File: src/rtl/avalon_input_capture_pkg.sv
// Shared register map and default timing for the pushbutton/switch capture slave.
package avalon_input_capture_pkg;

    localparam logic [1:0] REG_KEYS = 2'd0;
    localparam logic [1:0] REG_SW   = 2'd1;
    localparam logic [1:0] REG_MASK = 2'd2;
    localparam logic [1:0] REG_EDGE = 2'd3;

    // 10 ms of stability at 50 MHz
    localparam int DEFAULT_DEBOUNCE_CYCLES = 500000;

endpackage

File: src/rtl/debounce_bit.sv
// One input bit: two-flop synchroniser, then a stability counter that only
// lets the accepted level follow the input after DEBOUNCE_CYCLES agreeing samples.
module debounce_bit
    import avalon_input_capture_pkg::*;
#(
    parameter int DEBOUNCE_CYCLES = DEFAULT_DEBOUNCE_CYCLES,
    parameter int CNT_W           = 19
) (
    input  logic clk,
    input  logic reset_n,
    input  logic din,
    output logic stable
);

    localparam logic [CNT_W-1:0] CNT_LAST = CNT_W'(DEBOUNCE_CYCLES - 1);

    logic             meta;
    logic             sync;
    logic [CNT_W-1:0] count;

    // Any sample that agrees with the accepted level restarts the stability window
    always_ff @(posedge clk) begin
        if (!reset_n) begin
            meta   <= 1'b0;
            sync   <= 1'b0;
            stable <= 1'b0;
            count  <= '0;
        end else begin
            meta <= din;
            sync <= meta;
            if (sync == stable) begin
                count <= '0;
            end else if (count == CNT_LAST) begin
                stable <= sync;
                count  <= '0;
            end else begin
                count <= count + CNT_W'(1);
            end
        end
    end

endmodule

File: src/rtl/avalon_input_capture.sv
// Avalon-MM slave exposing debounced pushbuttons, synchronised switches,
// press-edge capture with write-one-to-clear, and a maskable level interrupt.
module avalon_input_capture
    import avalon_input_capture_pkg::*;
#(
    parameter int NUM_KEYS        = 4,
    parameter int NUM_SW          = 10,
    parameter int DEBOUNCE_CYCLES = DEFAULT_DEBOUNCE_CYCLES,
    parameter int CNT_W           = 19
) (
    input  logic                clk,
    input  logic                reset_n,
    input  logic [NUM_KEYS-1:0] key_n,
    input  logic [NUM_SW-1:0]   sw,
    input  logic [1:0]          avs_address,
    input  logic                avs_read,
    input  logic                avs_write,
    input  logic [31:0]         avs_writedata,
    output logic [31:0]         avs_readdata,
    output logic                irq
);

    logic [NUM_KEYS-1:0] key_stable;
    logic [NUM_KEYS-1:0] key_stable_d;
    logic [NUM_KEYS-1:0] press;
    logic [NUM_KEYS-1:0] edge_capture;
    logic [NUM_KEYS-1:0] edge_clear;
    logic [NUM_KEYS-1:0] key_mask;
    logic [NUM_SW-1:0]   sw_meta;
    logic [NUM_SW-1:0]   sw_sync;
    logic [31:0]         read_mux;

    // Keys are inverted before synchronising so that 1 means pressed throughout
    for (genvar i = 0; i < NUM_KEYS; i++) begin : g_key
        debounce_bit #(
            .DEBOUNCE_CYCLES(DEBOUNCE_CYCLES),
            .CNT_W          (CNT_W)
        ) u_debounce (
            .clk    (clk),
            .reset_n(reset_n),
            .din    (~key_n[i]),
            .stable (key_stable[i])
        );
    end

    if (NUM_KEYS < 32) begin : g_unused
        logic unused_wdata;
        assign unused_wdata = ^avs_writedata[31:NUM_KEYS];
    end

    assign press      = key_stable & ~key_stable_d;
    assign edge_clear = (avs_write && avs_address == REG_EDGE) ?
                        avs_writedata[NUM_KEYS-1:0] : '0;

    always_ff @(posedge clk) begin
        if (!reset_n) begin
            sw_meta <= '0;
            sw_sync <= '0;
        end else begin
            sw_meta <= sw;
            sw_sync <= sw_meta;
        end
    end

    always_comb begin
        read_mux = '0;
        case (avs_address)
            REG_KEYS: read_mux[NUM_KEYS-1:0] = key_stable;
            REG_SW:   read_mux[NUM_SW-1:0]   = sw_sync;
            REG_MASK: read_mux[NUM_KEYS-1:0] = key_mask;
            REG_EDGE: read_mux[NUM_KEYS-1:0] = edge_capture;
        endcase
    end

    // A press arriving in the same cycle as a clear of that bit keeps the bit set
    always_ff @(posedge clk) begin
        if (!reset_n) begin
            key_stable_d <= '0;
            edge_capture <= '0;
            key_mask     <= '0;
            irq          <= 1'b0;
            avs_readdata <= '0;
        end else begin
            key_stable_d <= key_stable;
            edge_capture <= (edge_capture & ~edge_clear) | press;
            if (avs_write && avs_address == REG_MASK) begin
                key_mask <= avs_writedata[NUM_KEYS-1:0];
            end
            irq <= |(edge_capture & key_mask);
            if (avs_read) begin
                avs_readdata <= read_mux;
            end
        end
    end

endmodule
File: config.mk
export PLATFORM = sky130hd
export DESIGN_NAME = avalon_input_capture
export DESIGN_NICKNAME = d
export VERILOG_FILES = /design/src/rtl/avalon_input_capture_pkg.sv /design/src/rtl/debounce_bit.sv /design/src/rtl/avalon_input_capture.sv
export SDC_FILE = /design/constraint.sdc
export NUM_CORES = 1
export LEC_CHECK = 0
export BUFFER_PORTS_ARGS = -buffer_cell sky130_fd_sc_hd__buf_2
export CAP_MARGIN = 20
export CORE_AREA = 2 2 122 124
export DETAILED_ROUTE_END_ITERATION = 8
export DIE_AREA = 0 0 124 126
export PLACE_DENSITY = 0.64
export SLEW_MARGIN = 10
export SYNTH_ARGS = -nofsm -noshare
export SYNTH_HDL_FRONTEND = slang
export SYNTH_SLANG_ARGS = --single-unit
File: constraint.sdc
create_clock -name clk -period 2.3 [get_ports clk]
set_input_delay 0.23 -clock clk [delete_from_list [all_inputs] [get_ports clk]]
set_output_delay 0.23 -clock clk [all_outputs]
set_load 0.05 [all_outputs]
Word-level counts from Yosys, hierarchy flattened --
Cells that the tools add are included.
Storage, ports and cells: flip-flop bits (word level) 131, output and inout bits 33, word-level logic and storage cells 68, bits of input ports 52
Operators by class: mux-type cells 3, bitwise gates (word level) 15, reduce and logical (&&, ||, !) cells 12, add/sub/neg operators 4, equal/unequal tests 11
Operator list (number):
- 19-bit by 1-bit adder with 19-bit output (second input constant) | 4
- 19-bit == test (second input constant) | 4
- 4-bit case mux with 4 select lines | 1
- 4-bit AND | 3
- 3-bit OR reduction | 4
- 1-bit NOT | 9
- 4-bit NOT | 2
- 2-bit AND reduction | 4
- 6-bit two-way mux | 1
- 1-bit == test | 4
- 2-bit == test (second input constant) | 2
- 4-bit two-way mux | 1
- 4-bit OR | 1
- 4-bit OR reduction | 1
- 2-bit by 1-bit == test with 1-bit output (second input constant) | 1
- 1-bit logical AND | 2
- 2-bit logical NOT | 1

Logic depth before layout (Yosys ltp) --
depth in word-level cells 6, depth in mapped cells 6, gate-level depth less buffers 5

Modules after synthesis --
A second synthesis with hierarchy kept.
Unflattened totals: cells, all modules 594, area total of the unflattened synthesis 5645.4 sq um
By module, submodules not included:
- debounce_bit | cells an instance 109, instances 4, area an instance 987.2 sq um
- avalon_input_capture | cells an instance 158, instances 1, area an instance 1696.6 sq um

Worst setup path before layout --
OpenSTA, ideal clock, no wires.
kind reg2reg, start point reg g_key[3].u_debounce.count[12], end point reg g_key[3].u_debounce.count[10], stages on the path, launching flop included 6, setup slack 396 ps, arrival 1790 ps, period minus slack after synthesis 1904 ps, library setup time 115 ps, path through dfxtp_1 -> or4_1 -> or4_4 -> o211ai_4 -> buf_6 -> nor2_1
Between the ends: longest elaborated chain between the ends 2
Ends and longest elaborated chain:
- start: declaration | RTL line debounce_bit.sv:19 | logic [CNT_W-1:0] count;
- start signal: assignment | RTL line debounce_bit.sv:37 | count <= count + CNT_W'(1);
- 19-bit == test | RTL line debounce_bit.sv:33 | end else if (count == CNT_LAST) begin
- 3-bit OR reduction (no line)
Every way passes these cells. A chain may end at the register's enable or synchronous reset.

Worst setup path after layout --
start point reg g_key[3].u_debounce.count[12], end point reg g_key[3].u_debounce.count[11]
The elaborated chain is that of the path after synthesis.

==> Implementation_results.wiki <==
{| class="wikitable"
! Metric !! Value
|-
| Via count || approximately 4100
|-
| Count of input and output buffers || 34
|-
| Pwr Density || between 800 and 900 mW/mm2
|-
| Final weighted congestion of routability-driven global placement || roughly 0.86
|-
| Synth Flop Type || dfxtp_1
|-
| Die Wd || 124 um
|-
| Worst supply voltage drop on vdd || between 0.0005 and 0.0006 V
|-
| DIE HEIGHT || about 130 um
|-
| Number of setup buffers added after CTS || 0
|-
| Max-slew headroom || between 60 and 70%
|-
| Total Power Consumption || roughly 5.2 mW
|-
| Setup crit end kind || flop
|-
| Worst-skew pair later-pin latency || between 400 and 500 ps
|-
| Reg2reg path depth || 4
|-
| Pin count of the biggest net entering global routing || 25
|-
| Most common cell in the synthesized netlist || dfxtp_1
|-
| Core Footprint || 0.0143 mm2
|-
| Met3 track demand over resource || 3.94%
|-
| Row cnt || 44
|-
| Worst-path clk slew || 60 ps
|-
| Average footprint of a synthesized cell || a little over 9 um2
|-
| Cell type contributing the most total cell area after synthesis || dfxtp_1
|-
| Met1 track demand over resource || between 10% and 20%
|-
| Final critical-path share of the clock period || about 90%
|-
| Remaining antenna violation count after routing || 0
|-
| Category of the most critical setup path || reg -> reg
|-
| Global routing met2 resource utilization || 23.2%
|-
| Number of warning messages in the yosys log || 0
|-
| Post-DP Area || a little under 0.006 mm2
|-
| Cells after synthesis || between 500 and 600
|-
| # resized after CTS || 0
|-
| Root buffer selected by CTS || clkbuf_16
|-
| Worst-Margin Slew || between 500 and 600 ps
|-
| Post-synth top cells || dfxtp_1, nor2_1, xnor2_1
|-
| Final layout net count || between 600 and 700
|-
| Maxcap violations || 0
|-
| Final Max Slew Viols || 0
|-
| Number of antenna violations at the first check in global routing || 0
|-
| Routed vias/inst || 4.89
|-
| Setup repair after global routing missed its margin || no
|-
| Sum Neg Setup Slack || 0 ps
|-
| CTS tree || done
|-
| Share of layout cells above drive strength 1 || between 10% and 20%
|-
| TritonRoute pass-1 iters || 4
|-
| Routed wire length per instance || approximately 12 um
|-
| Worst min-delay path endpoint || sw_meta[6]$_SDFF_PN0_
|-
| Layout area overhead || 16.6%
|-
| Number of design rule violations left after detail routing || 0
|-
| Cell types occupying the most area after synthesis || dfxtp_1, xnor2_1, nor2_1
|-
| Setup slack on the worst flop-to-flop path || 220 ps
|-
| Leakage || between 2 and 2.5 nW
|-
| Portion of synthesized cell area occupied by the leading cell type || 47.6%
|-
| Maximum number of buffers from clock root to sink || 2
|-
| Number of synthesized flops with an enable pin || 0
|-
| Top fanout value on the critical path || 18
|-
| Type of the worst min-delay path || in -> reg
|-
| Final-report hold violation count || 0
|-
| Cell Count Post-Placement || 800
|-
| H-Tree Level Count || 4
|-
| Total Die Area || 0.0156 mm2
|-
| Sink count of the clock tree || around 130
|-
| Antenna diode count || 0
|-
| Post-synth ARST share || 0%
|-
| Sequential-to-total area share from yosys stat || 47.6%
|-
| Arrival time of the worst setup path || about 2400 ps
|-
| Total standard cell area after synthesis || approximately 0.0055 mm2
|-
| Wire length of the first global-routing pass || between 15 and 20 mm
|-
| Hold Path Cell Cnt || 2
|-
| Final instance count without filler cells || about 840
|-
| Min cycle time layout || between 2000 and 2500 ps
|-
| Via count of the first global-routing pass || 3944
|-
| Peak-usage layer in the global routing report || met2
|-
| Worst reg2reg path startpoint || g_key[3].u_debounce.count[12]$_SDFF_PP0_
|-
| Clock buffer count from CTS || 17
|-
| Clock skew after layout || about 7.6 ps
|-
| Residual overflow from global routing || 0
|-
| Final hold slack || around 25 ps
|-
| Post-Layout Inst Area || between 0.006 and 0.007 mm2
|-
| DRC marker count from the first detailed-route iteration || between 200 and 300
|-
| Number of different library cells in the post-synthesis netlist || 44
|-
| Outcome || completed
|-
| DP HPWL || between 7 and 8 mm
|-
| Data required time at the worst endpoint || between 2000 and 3000 ps
|-
| Starting Density || 38.5%
|-
| Sort of element at the start of the critical path || flop
|-
| Overall track demand over capacity in global routing || between 10% and 20%
|-
| Top-Level Pins || 85
|-
| #FFs+latches synth || between 100 and 150
|-
| Highest achievable clock rate || ~0.48 GHz
|-
| Hold wc startpoint || sw[6]
|-
| Routed Wire Length || 10.3 mm
|-
| Crit Reg-Reg Endpoint || g_key[3].u_debounce.count[11]$_SDFF_PP0_
|-
| Final setup violation count || 0
|}
==> sequential cells by signal, indices dropped and copies added, names as in the netlist <==
name and cells:
sw_meta 10, g_key.u_debounce.stable 4, g_key.u_debounce.count 76, key_mask 4, sw_sync 10, avs_readdata 10, g_key.u_debounce.meta 4, g_key.u_debounce.sync 4
edge_capture 4, key_stable_d 4, irq 1
==> power breakdown <==
group          switching [mW]  internal [mW]
Clock                    1.10           1.54
Combinational           0.141         0.0562
Sequential             0.0116           2.30
Total                    1.25           3.90
==> critical path, stage by stage, from the launching register on <==
cell and delay [ps]:
dfxtp_1 360, or4_1 500, or4_4 530, o211ai_4 450, nor2_1 100
==> timing repair <==
action / CTS / global route
setup endpoints to repair: 0 / 0
hold buffers: 4 / 0
hold endpoints to repair: 4 / 0
==> placed cells by master (no fill, tap or decap), types with 4 or more instances in the layout <==
cell type	netlist	layout
and4_1	4	4
a21oi_1	15	15
dlygate4sd3_1	0	4
mux2i_1	9	9
xnor2_1	35	35
or4_1	8	8
and3_1	4	4
nand3_1	31	31
or2_2	4	4
xor2_1	25	25
a21boi_0	7	7
dfxtp_1	131	131
mux4_2	4	4
buf_4	22	8
nand4_1	23	23
clkbuf_16	0	17
and2_1	28	28
nor3_1	12	12
o21ai_0	9	9
nor2b_1	21	21
buf_2	0	34
inv_1	14	14
or3_1	9	9
ha_1	4	4
nand2b_1	6	6
inv_6	0	5
nor2_1	72	72
o31ai_1	7	7
conb_1	1	22
nand2_1	34	34
inv_8	0	5
nor4_1	15	15
==> final cells by class <==
class / instances / area (um2)
sequential: 131 / 2620
clock buffer: 17 / 425
clock inverter: 15 / 163
timing repair buffer: 46 / 270
multi-input combinational: 429 / 2670
fill: 1332 / 7890
tap: 184 / 230
inverter: 14 / 52.6
==> cell families (layout without fill, tap and decap cells) <==
family | count (synthesis) | in the layout | share of synthesized area [%]
compound gates | 46 | 46 | 5.63
xor+xnor | 60 | 60 | 9.53
fa+ha+maj | 4 | 4 | 0.908
buf+inv | 55 | 92 | 5.52
flops | 131 | 131 | 47.6
mux | 13 | 13 | 3.27
other cells | 1 | 22 | 0.0680
simple gates | 284 | 284 | 27.5
==> metrics by stage <==
stage / utilization, % / setup WS, ps
finish: 44.9 / 219
global route: 44.9 / 111
CTS: 44.9 / 206
detailed placement: 40.5 / 226
global placement: 40.5 / 261
floorplan: - / 396
==> routing by layer <==
metal,wire [um],share of wire [%],up-vias
li1,-,-,2100
met1,4900,48,1911
met2,4960,48,69
met3,315,3.1,9
met4,81,0.79,0
met5,0,0,-
==> worst max path at each step <==
stage                                             startpoint                                       end  cells past startpoint
global route        g_key[3].u_debounce.count[12]$_SDFF_PP0_   g_key[3].u_debounce.count[4]$_SDFF_PP0_                      4
finish              g_key[3].u_debounce.count[12]$_SDFF_PP0_  g_key[3].u_debounce.count[11]$_SDFF_PP0_                      4
floorplan           g_key[3].u_debounce.count[12]$_SDFF_PP0_  g_key[3].u_debounce.count[10]$_SDFF_PP0_                      5
detailed placement  g_key[3].u_debounce.count[12]$_SDFF_PP0_   g_key[3].u_debounce.count[7]$_SDFF_PP0_                      4
CTS                 g_key[3].u_debounce.count[12]$_SDFF_PP0_   g_key[3].u_debounce.count[7]$_SDFF_PP0_                      4
global placement    g_key[3].u_debounce.count[12]$_SDFF_PP0_   g_key[3].u_debounce.count[9]$_SDFF_PP0_                      4
No activity file was read; power rests on OpenSTA's default activity.
